File: config.mk
export PLATFORM = sky130hd
export DESIGN_NAME = plab5_mcore_mem_net_req_adapter_flat
export DESIGN_NICKNAME = d
export VERILOG_FILES = /design/src/rtl/plab5_mcore_mem_net_req_adapter_if.sv /design/src/rtl/plab5_mcore_mem_net_req_adapter.sv /design/src/flat_wrapper.sv
export SDC_FILE = /design/constraint.sdc
export NUM_CORES = 1
export LEC_CHECK = 0
export CORE_AREA = 2 2 126 128
export DETAILED_ROUTE_END_ITERATION = 12
export DIE_AREA = 0 0 128 130
export PLACE_DENSITY = 0.83
export RECOVER_POWER = 100
export REMOVE_ABC_BUFFERS = 1
export SKIP_LAST_GASP = 1
export SYNTH_ARGS = -nofsm -noshare
export SYNTH_HDL_FRONTEND = slang
export SYNTH_SLANG_ARGS = --single-unit
File: constraint.sdc
create_clock -name clk -period 2.95 [get_ports clk]
set_input_delay 0.59 -clock clk [delete_from_list [all_inputs] [get_ports clk]]
set_output_delay 0.59 -clock clk [all_outputs]
set_load 0.1 [all_outputs]
File: src/rtl/plab5_mcore_mem_net_req_adapter_if.sv
// Request/network handshake bundle for plab5_mcore_mem_net_req_adapter.
// master = core/network side, slave = adapter side.
interface plab5_mcore_mem_net_req_adapter_if #(
  parameter int p_mem_opaque_nbits  = 8,
  parameter int p_mem_addr_nbits    = 32,
  parameter int p_mem_data_nbits    = 32,
  parameter int p_net_opaque_nbits  = 4,
  parameter int p_net_srcdest_nbits = 3
);
  localparam int LEN_NBITS  = $clog2(p_mem_data_nbits/8);
  localparam int REQ_NBITS  = 3 + p_mem_opaque_nbits + p_mem_addr_nbits + LEN_NBITS + p_mem_data_nbits;
  localparam int CTRL_NBITS = REQ_NBITS - p_mem_data_nbits + 1 + p_net_opaque_nbits + 2*p_net_srcdest_nbits;

  logic                        mem_req_val;
  logic                        mem_req_rdy;
  logic [REQ_NBITS-1:0]        mem_req_msg;
  logic                        net_val;
  logic                        net_rdy;
  logic [CTRL_NBITS-1:0]       net_msg_control;
  logic [p_mem_data_nbits-1:0] net_msg_data;

  modport master (
    output mem_req_val, mem_req_msg, net_rdy,
    input  mem_req_rdy, net_val, net_msg_control, net_msg_data
  );

  modport slave (
    input  mem_req_val, mem_req_msg, net_rdy,
    output mem_req_rdy, net_val, net_msg_control, net_msg_data
  );
endinterface

File: src/rtl/plab5_mcore_mem_net_req_adapter.sv
// Registered mem-request -> network adapter: bank steering, 2-entry FIFO, outstanding throttle.
// Optional per-source sequence tag in the net opaque field: PLAB5_MCORE_NET_REQ_SEQNUM_EN.
module plab5_mcore_mem_net_req_adapter #(
  parameter int p_net_src           = 0,
  parameter int p_num_banks         = 4,
  parameter int p_mem_opaque_nbits  = 8,
  parameter int p_mem_addr_nbits    = 32,
  parameter int p_mem_data_nbits    = 32,
  parameter int p_net_opaque_nbits  = 4,
  parameter int p_net_srcdest_nbits = 3,
  parameter int p_inst_bank_shift   = 14,
  parameter int p_data_bank_shift   = 15,
  parameter int p_max_outstanding   = 4
) (
  input  logic clk,
  input  logic reset_n,
  input  logic mode,
  input  logic req_domain,
  input  logic resp_done,
  output logic [$clog2(p_max_outstanding+1)-1:0] outstanding,
  output logic underflow_err,
  plab5_mcore_mem_net_req_adapter_if.slave bus
);
  localparam int MO         = p_mem_opaque_nbits;
  localparam int MA         = p_mem_addr_nbits;
  localparam int MD         = p_mem_data_nbits;
  localparam int NO         = p_net_opaque_nbits;
  localparam int NS         = p_net_srcdest_nbits;
  localparam int LEN_NBITS  = $clog2(MD/8);
  localparam int ADDR_LSB   = MD + LEN_NBITS;
  localparam int OPQ_LSB    = ADDR_LSB + MA;
  localparam int REQ_NBITS  = OPQ_LSB + MO + 3;
  localparam int CTRL_NBITS = REQ_NBITS - MD + 1 + NO + 2*NS;
  localparam int CNT_NBITS  = $clog2(p_max_outstanding+1);
  localparam logic [NS-1:0] SRC_ID = NS'(p_net_src);

  logic                  enq;
  logic                  deq;
  logic [MA-1:0]         addr;
  logic [MA-1:0]         shifted;
  logic [NS-1:0]         dest;
  logic [MO-1:0]         opaque;
  logic [NO-1:0]         net_opaque;
  logic [CTRL_NBITS-1:0] ctrl_d;
  logic [CTRL_NBITS-1:0] ctrl_q [2];
  logic [MD-1:0]         data_q [2];
  logic                  wr_ptr;
  logic                  rd_ptr;
  logic [1:0]            count;

  assign addr = bus.mem_req_msg[OPQ_LSB-1:ADDR_LSB];

  // Bank clamp compares the full-width shifted address so high bits cannot alias onto a low bank.
  always_comb begin
    shifted = mode ? (addr >> p_data_bank_shift) : (addr >> p_inst_bank_shift);
    dest    = (shifted > MA'(p_num_banks - 1)) ? NS'(p_num_banks - 1) : shifted[NS-1:0];
    opaque  = {SRC_ID, bus.mem_req_msg[OPQ_LSB +: MO-NS]};
    ctrl_d  = {dest, SRC_ID, net_opaque, ~req_domain,
               bus.mem_req_msg[REQ_NBITS-1 -: 3], opaque, bus.mem_req_msg[OPQ_LSB-1:MD]};
  end

  // Ready uses pre-dequeue occupancy, so a full FIFO never sees enqueue and dequeue together.
  assign bus.mem_req_rdy     = (count != 2'd2) && (outstanding < CNT_NBITS'(p_max_outstanding));
  assign enq                 = bus.mem_req_val && bus.mem_req_rdy;
  assign bus.net_val         = (count != 2'd0);
  assign deq                 = bus.net_val && bus.net_rdy;
  assign bus.net_msg_control = ctrl_q[rd_ptr];
  assign bus.net_msg_data    = data_q[rd_ptr];

  always_ff @(posedge clk or negedge reset_n) begin
    if (!reset_n) begin
      ctrl_q[0] <= '0;
      ctrl_q[1] <= '0;
      data_q[0] <= '0;
      data_q[1] <= '0;
      wr_ptr    <= 1'b0;
      rd_ptr    <= 1'b0;
      count     <= '0;
    end else begin
      if (enq) begin
        ctrl_q[wr_ptr] <= ctrl_d;
        data_q[wr_ptr] <= bus.mem_req_msg[MD-1:0];
        wr_ptr         <= ~wr_ptr;
      end
      if (deq) rd_ptr <= ~rd_ptr;
      count <= count + {1'b0, enq} - {1'b0, deq};
    end
  end

  always_ff @(posedge clk or negedge reset_n) begin
    if (!reset_n) begin
      outstanding   <= '0;
      underflow_err <= 1'b0;
    end else if (enq && !resp_done) begin
      outstanding <= outstanding + CNT_NBITS'(1);
    end else if (!enq && resp_done) begin
      if (outstanding == '0) underflow_err <= 1'b1;
      else                   outstanding   <= outstanding - CNT_NBITS'(1);
    end
  end

`ifdef PLAB5_MCORE_NET_REQ_SEQNUM_EN
  logic [NO-1:0] seq_q;

  always_ff @(posedge clk or negedge reset_n) begin
    if (!reset_n)  seq_q <= '0;
    else if (enq)  seq_q <= seq_q + NO'(1);
  end

  assign net_opaque = seq_q;
`else
  assign net_opaque = '0;
`endif
endmodule

File: src/flat_wrapper.sv
// flat-port wrapper written by rule: the top's interface ports become plain ports
module plab5_mcore_mem_net_req_adapter_flat 
#(
  parameter int p_net_src           = 0,
  parameter int p_num_banks         = 4,
  parameter int p_mem_opaque_nbits  = 8,
  parameter int p_mem_addr_nbits    = 32,
  parameter int p_mem_data_nbits    = 32,
  parameter int p_net_opaque_nbits  = 4,
  parameter int p_net_srcdest_nbits = 3,
  parameter int p_inst_bank_shift   = 14,
  parameter int p_data_bank_shift   = 15,
  parameter int p_max_outstanding   = 4
)
  (clk, reset_n, mode, req_domain, resp_done, outstanding, underflow_err, bus_mem_req_val, bus_mem_req_msg, bus_net_rdy, bus_mem_req_rdy, bus_net_val, bus_net_msg_control, bus_net_msg_data);
  plab5_mcore_mem_net_req_adapter_if #(.p_mem_opaque_nbits(p_mem_opaque_nbits), .p_mem_addr_nbits(p_mem_addr_nbits), .p_mem_data_nbits(p_mem_data_nbits), .p_net_opaque_nbits(p_net_opaque_nbits), .p_net_srcdest_nbits(p_net_srcdest_nbits)) bus_i ();
  input  logic clk;
  input  logic reset_n;
  input  logic mode;
  input  logic req_domain;
  input  logic resp_done;
  output logic [$clog2(p_max_outstanding+1)-1:0] outstanding;
  output logic underflow_err;
  input wire logic [$bits(bus_i.mem_req_val)-1:0] bus_mem_req_val;
  input wire logic [$bits(bus_i.mem_req_msg)-1:0] bus_mem_req_msg;
  input wire logic [$bits(bus_i.net_rdy)-1:0] bus_net_rdy;
  output wire logic [$bits(bus_i.mem_req_rdy)-1:0] bus_mem_req_rdy;
  output wire logic [$bits(bus_i.net_val)-1:0] bus_net_val;
  output wire logic [$bits(bus_i.net_msg_control)-1:0] bus_net_msg_control;
  output wire logic [$bits(bus_i.net_msg_data)-1:0] bus_net_msg_data;
  assign bus_i.mem_req_val = bus_mem_req_val;
  assign bus_i.mem_req_msg = bus_mem_req_msg;
  assign bus_i.net_rdy = bus_net_rdy;
  assign bus_mem_req_rdy = bus_i.mem_req_rdy;
  assign bus_net_val = bus_i.net_val;
  assign bus_net_msg_control = bus_i.net_msg_control;
  assign bus_net_msg_data = bus_i.net_msg_data;
  plab5_mcore_mem_net_req_adapter #(.p_net_src(p_net_src), .p_num_banks(p_num_banks), .p_mem_opaque_nbits(p_mem_opaque_nbits), .p_mem_addr_nbits(p_mem_addr_nbits), .p_mem_data_nbits(p_mem_data_nbits), .p_net_opaque_nbits(p_net_opaque_nbits), .p_net_srcdest_nbits(p_net_srcdest_nbits), .p_inst_bank_shift(p_inst_bank_shift), .p_data_bank_shift(p_data_bank_shift), .p_max_outstanding(p_max_outstanding)) u_core (.clk(clk), .reset_n(reset_n), .mode(mode), .req_domain(req_domain), .resp_done(resp_done), .outstanding(outstanding), .underflow_err(underflow_err), .bus(bus_i));
endmodule
==> results of run 1 <==
area by class of cell:
type	count	area share [%]
Clock buffer	20	4.36
Clock inverter	12	1.47
Sequential cell	164	39.2
Multi-Input combinational cell	294	28.7
Tap cell	192	2.29
Timing Repair Buffer	176	23.8
Inverter	5	0.179
flip-flops by register name (all words and copies together) (netlist names):
signal,cells
u_core.count,2
u_core.ctrl_q,92
u_core.data_q,64
u_core.outstanding,3
u_core.rd_ptr,1
u_core.underflow_err,1
u_core.wr_ptr,1
worst reg2reg max path, delay by kind of cell, from the launching register on:
| kind | cells | cell delay (ps) |
|---|---|---|
| buffers and inverters | 2 | 170 |
| AOI/OAI and AO/OA | 2 | 400 |
| and+or+nand+nor | 3 | 760 |
| adders and majority gates | 2 | 610 |
| DFF | 1 | 420 |
logic make-up after synthesis:
family | count (synthesis) | synth area share [%]
xor gates and xnor gates | 5 | 0.588
DFF | 164 | 55.1
adders and majority gates | 5 | 0.940
other | 1 | 0.0503
AOI/OAI and AO/OA | 18 | 1.65
muxes | 228 | 35.6
buffers and inverters | 44 | 3.76
and+or+nand+nor | 28 | 2.32
synthesized netlist by cell type, drive strengths merged:
| master | number | area, µm² |
|---|---|---|
| and3 | 2 | 22.5 |
| inv | 5 | 18.8 |
| mux2 | 228 | 2650 |
| nand2 | 2 | 7.51 |
| o21ai | 1 | 5.00 |
| clkbuf | 5 | 18.8 |
| a21o | 1 | 7.51 |
| or2 | 2 | 12.5 |
| a21oi | 2 | 10.0 |
| and2 | 2 | 12.5 |
| a31oi | 8 | 50.1 |
| o21a | 1 | 7.51 |
| xor2 | 2 | 17.5 |
| fa | 1 | 20.0 |
| ha | 4 | 50.1 |
| nand2b | 1 | 6.26 |
| xnor2 | 3 | 26.3 |
| conb | 1 | 3.75 |
| and2b | 1 | 7.51 |
| a41oi | 2 | 17.5 |
| dfrtp | 164 | 4100 |
| o31ai | 1 | 7.51 |
| nand3 | 1 | 10.0 |
| nor2b | 3 | 18.8 |
| nor2 | 5 | 18.8 |
| o22a | 1 | 8.76 |
| nor3 | 3 | 15.0 |
| nor4 | 3 | 18.8 |
| buf | 34 | 243 |
| a31o | 1 | 8.76 |
| or4 | 3 | 22.5 |
final timing paths:
check                                   start                      end  slack [ps]
hold reg to reg            u_core.ctrl_q[100]       u_core.ctrl_q[100]         490
setup / recovery                u_core.rd_ptr  bus_net_msg_control[12]         260
setup reg to reg              u_core.count[1]    u_core.outstanding[2]         490
hold / removal             u_core.ctrl_q[100]       u_core.ctrl_q[100]         490
max in group asynchronous             reset_n        u_core.ctrl_q[65]         580
min in group asynchronous             reset_n         u_core.ctrl_q[5]         710
per-stage QoR:
step / hold WS (ps) / utilization (%) / TNS, ps
2_1_floorplan: 294 / - / -23920
3_3_place_gp: 457 / 65.1 / 0
3_5_place_dp: 475 / 65.1 / 0
4_1_cts: 231 / 69.1 / 0
5_1_grt: 508 / 67.9 / 0
6_report: 489 / 67.9 / 0
metal layers:
layer / routed length, µm / vias up
li1: - / 2083
met1: 6320 / 2354
met2: 8590 / 141
met3: 995 / 26
met4: 276 / 0
met5: 0 / -
==> qor.csv, run 1 <==
metric,value,unit
Avg Inst Size Synth,15.1,µm²
Initial Util,48.3,%
CP Buf/Inv Count,2,
count of cell types in the netlist,35,
period utilisation layout,91.1,%
critical path peak fanout,29,
most frequent cells in the layout,"dfrtp_1, mux2_2, mux2_1",
layout cells sized above 1,38.5,%
crit path kind,register to output port,
"commonest non-fill, non-tap cell in the layout",dfrtp_1,
failing checks,"max-capacitance violations, max-slew violations",
"worst slack, placed",92.2,ps
WP depth,3,
Final nets,747,
Area after DPL,0.0100,mm²
Root Driver,clkbuf_16,
r2r worst-path depth,9,
#FFs+latches synth,164,
DRT Pass-1 Iters,4,
sequential area share after synthesis,55.1,%
vias,4604,
total CTS buffers,17,
chip width,128,µm
placed cells,831,
Slew Limit Fails,79,
busiest grt layer,met2,
RSZ-0062 raised after global routing,false,
DP HPWL,11.1,mm
Critical Path End Type,output port,
Final min period,2690,ps
initial antenna violation count,0,
placeable core area,0.0154,mm²
multi-input logic area,0.00301,mm²
Slew headroom,-28.6,%
Initial DRC Count,258,
Non-Filler Instances,863,
FP Rows,46,
worst slew pin tran,1930,ps
post-CTS setup buffers,0,
Required @ worst endpoint,2360,ps
CP Cell Sequence,"buf_4, mux2_1, buf_12",
met1 GRT Util,23.5,%
Global Route Usage Sum,20.4,%
Routed Antenna Nets,0,
met3 GRT Util,6.19,%
PostCTS Resize Cnt,0,
vias in the first global route,5162,
Hold Path Depth,1,
Sequential Area,0.00411,mm²
antenna fix cells,0,
worst setup slack after layout,262,ps
Fillers,1078,
cell family with most CP delay,flip-flops,
max-cap viol count,1,
TritonCTS Sinks,164,
post-DR vias/cell,5.33,
DR WL/cell,18.8,µm
final non-filler cell area,0.0105,mm²
DRC violation count after routing,0,
crit start category,register,
gp weighted congestion,0.743,
PortBufs,164,
Syn Inst Count,493,
Worst Skew,7.90,ps
Detailed Route WL,16.2,mm
final hold violations,0,
CP max-delay cell,dfrtp_4,
yosys warns,0,
H-tree Lvls,4,
Worst Hold Class,register to register,
CP max stage delay,710,ps
largest net degree at the start of global routing,79,
CTS tree,built,
first-pass GRT wire length,26.2,mm
Clock Path Buffers,2,
arrival time of the worst setup path,2100,ps
grt met2 use,36.0,%
io pins,178,
Die Y,130,µm
grt total ovfl,0,
status,"complete, but fails checks",
Syn Std Cell Area,0.00745,mm²
clk_lat worst skew,420,ps
"Area growth, synth to finish",40.6,%
final setup vio count,0,
clock-pin slew on the worst setup and hold paths,60,ps
Die ar.,0.0166,mm²
Achievable Freq,0.372,GHz
hold_buf cts,0,
Power of run 1 is not shown: default switching activity piles up to over one toggle a cycle in this logic, so the estimate is an artifact.
==> run 2: changes to the inputs <==
--- a/config.mk
+++ b/config.mk
@@ -5,6 +5,7 @@
 export SDC_FILE = /design/constraint.sdc
 export NUM_CORES = 1
 export LEC_CHECK = 0
+export ABC_CLOCK_PERIOD_IN_PS = 2950
 export CORE_AREA = 2 2 126 128
 export DETAILED_ROUTE_END_ITERATION = 12
 export DIE_AREA = 0 0 128 130
==> results of run 2 <==
Same layout as run 1: the final DEF is identical, and so are final timing and power.
Power of run 2 is left out for the same reason.
==> run 3: changes to the inputs <==
--- a/config.mk
+++ b/config.mk
@@ -7,6 +7,7 @@
 export LEC_CHECK = 0
 export ABC_CLOCK_PERIOD_IN_PS = 2950
 export CORE_AREA = 2 2 126 128
+export CTS_CLUSTER_SIZE = 40
 export DETAILED_ROUTE_END_ITERATION = 12
 export DIE_AREA = 0 0 128 130
 export PLACE_DENSITY = 0.83
==> results of run 3 <==
Same layout as run 1: the final DEF is identical, and so are final timing and power.
Power of run 3 is left out for the same reason.
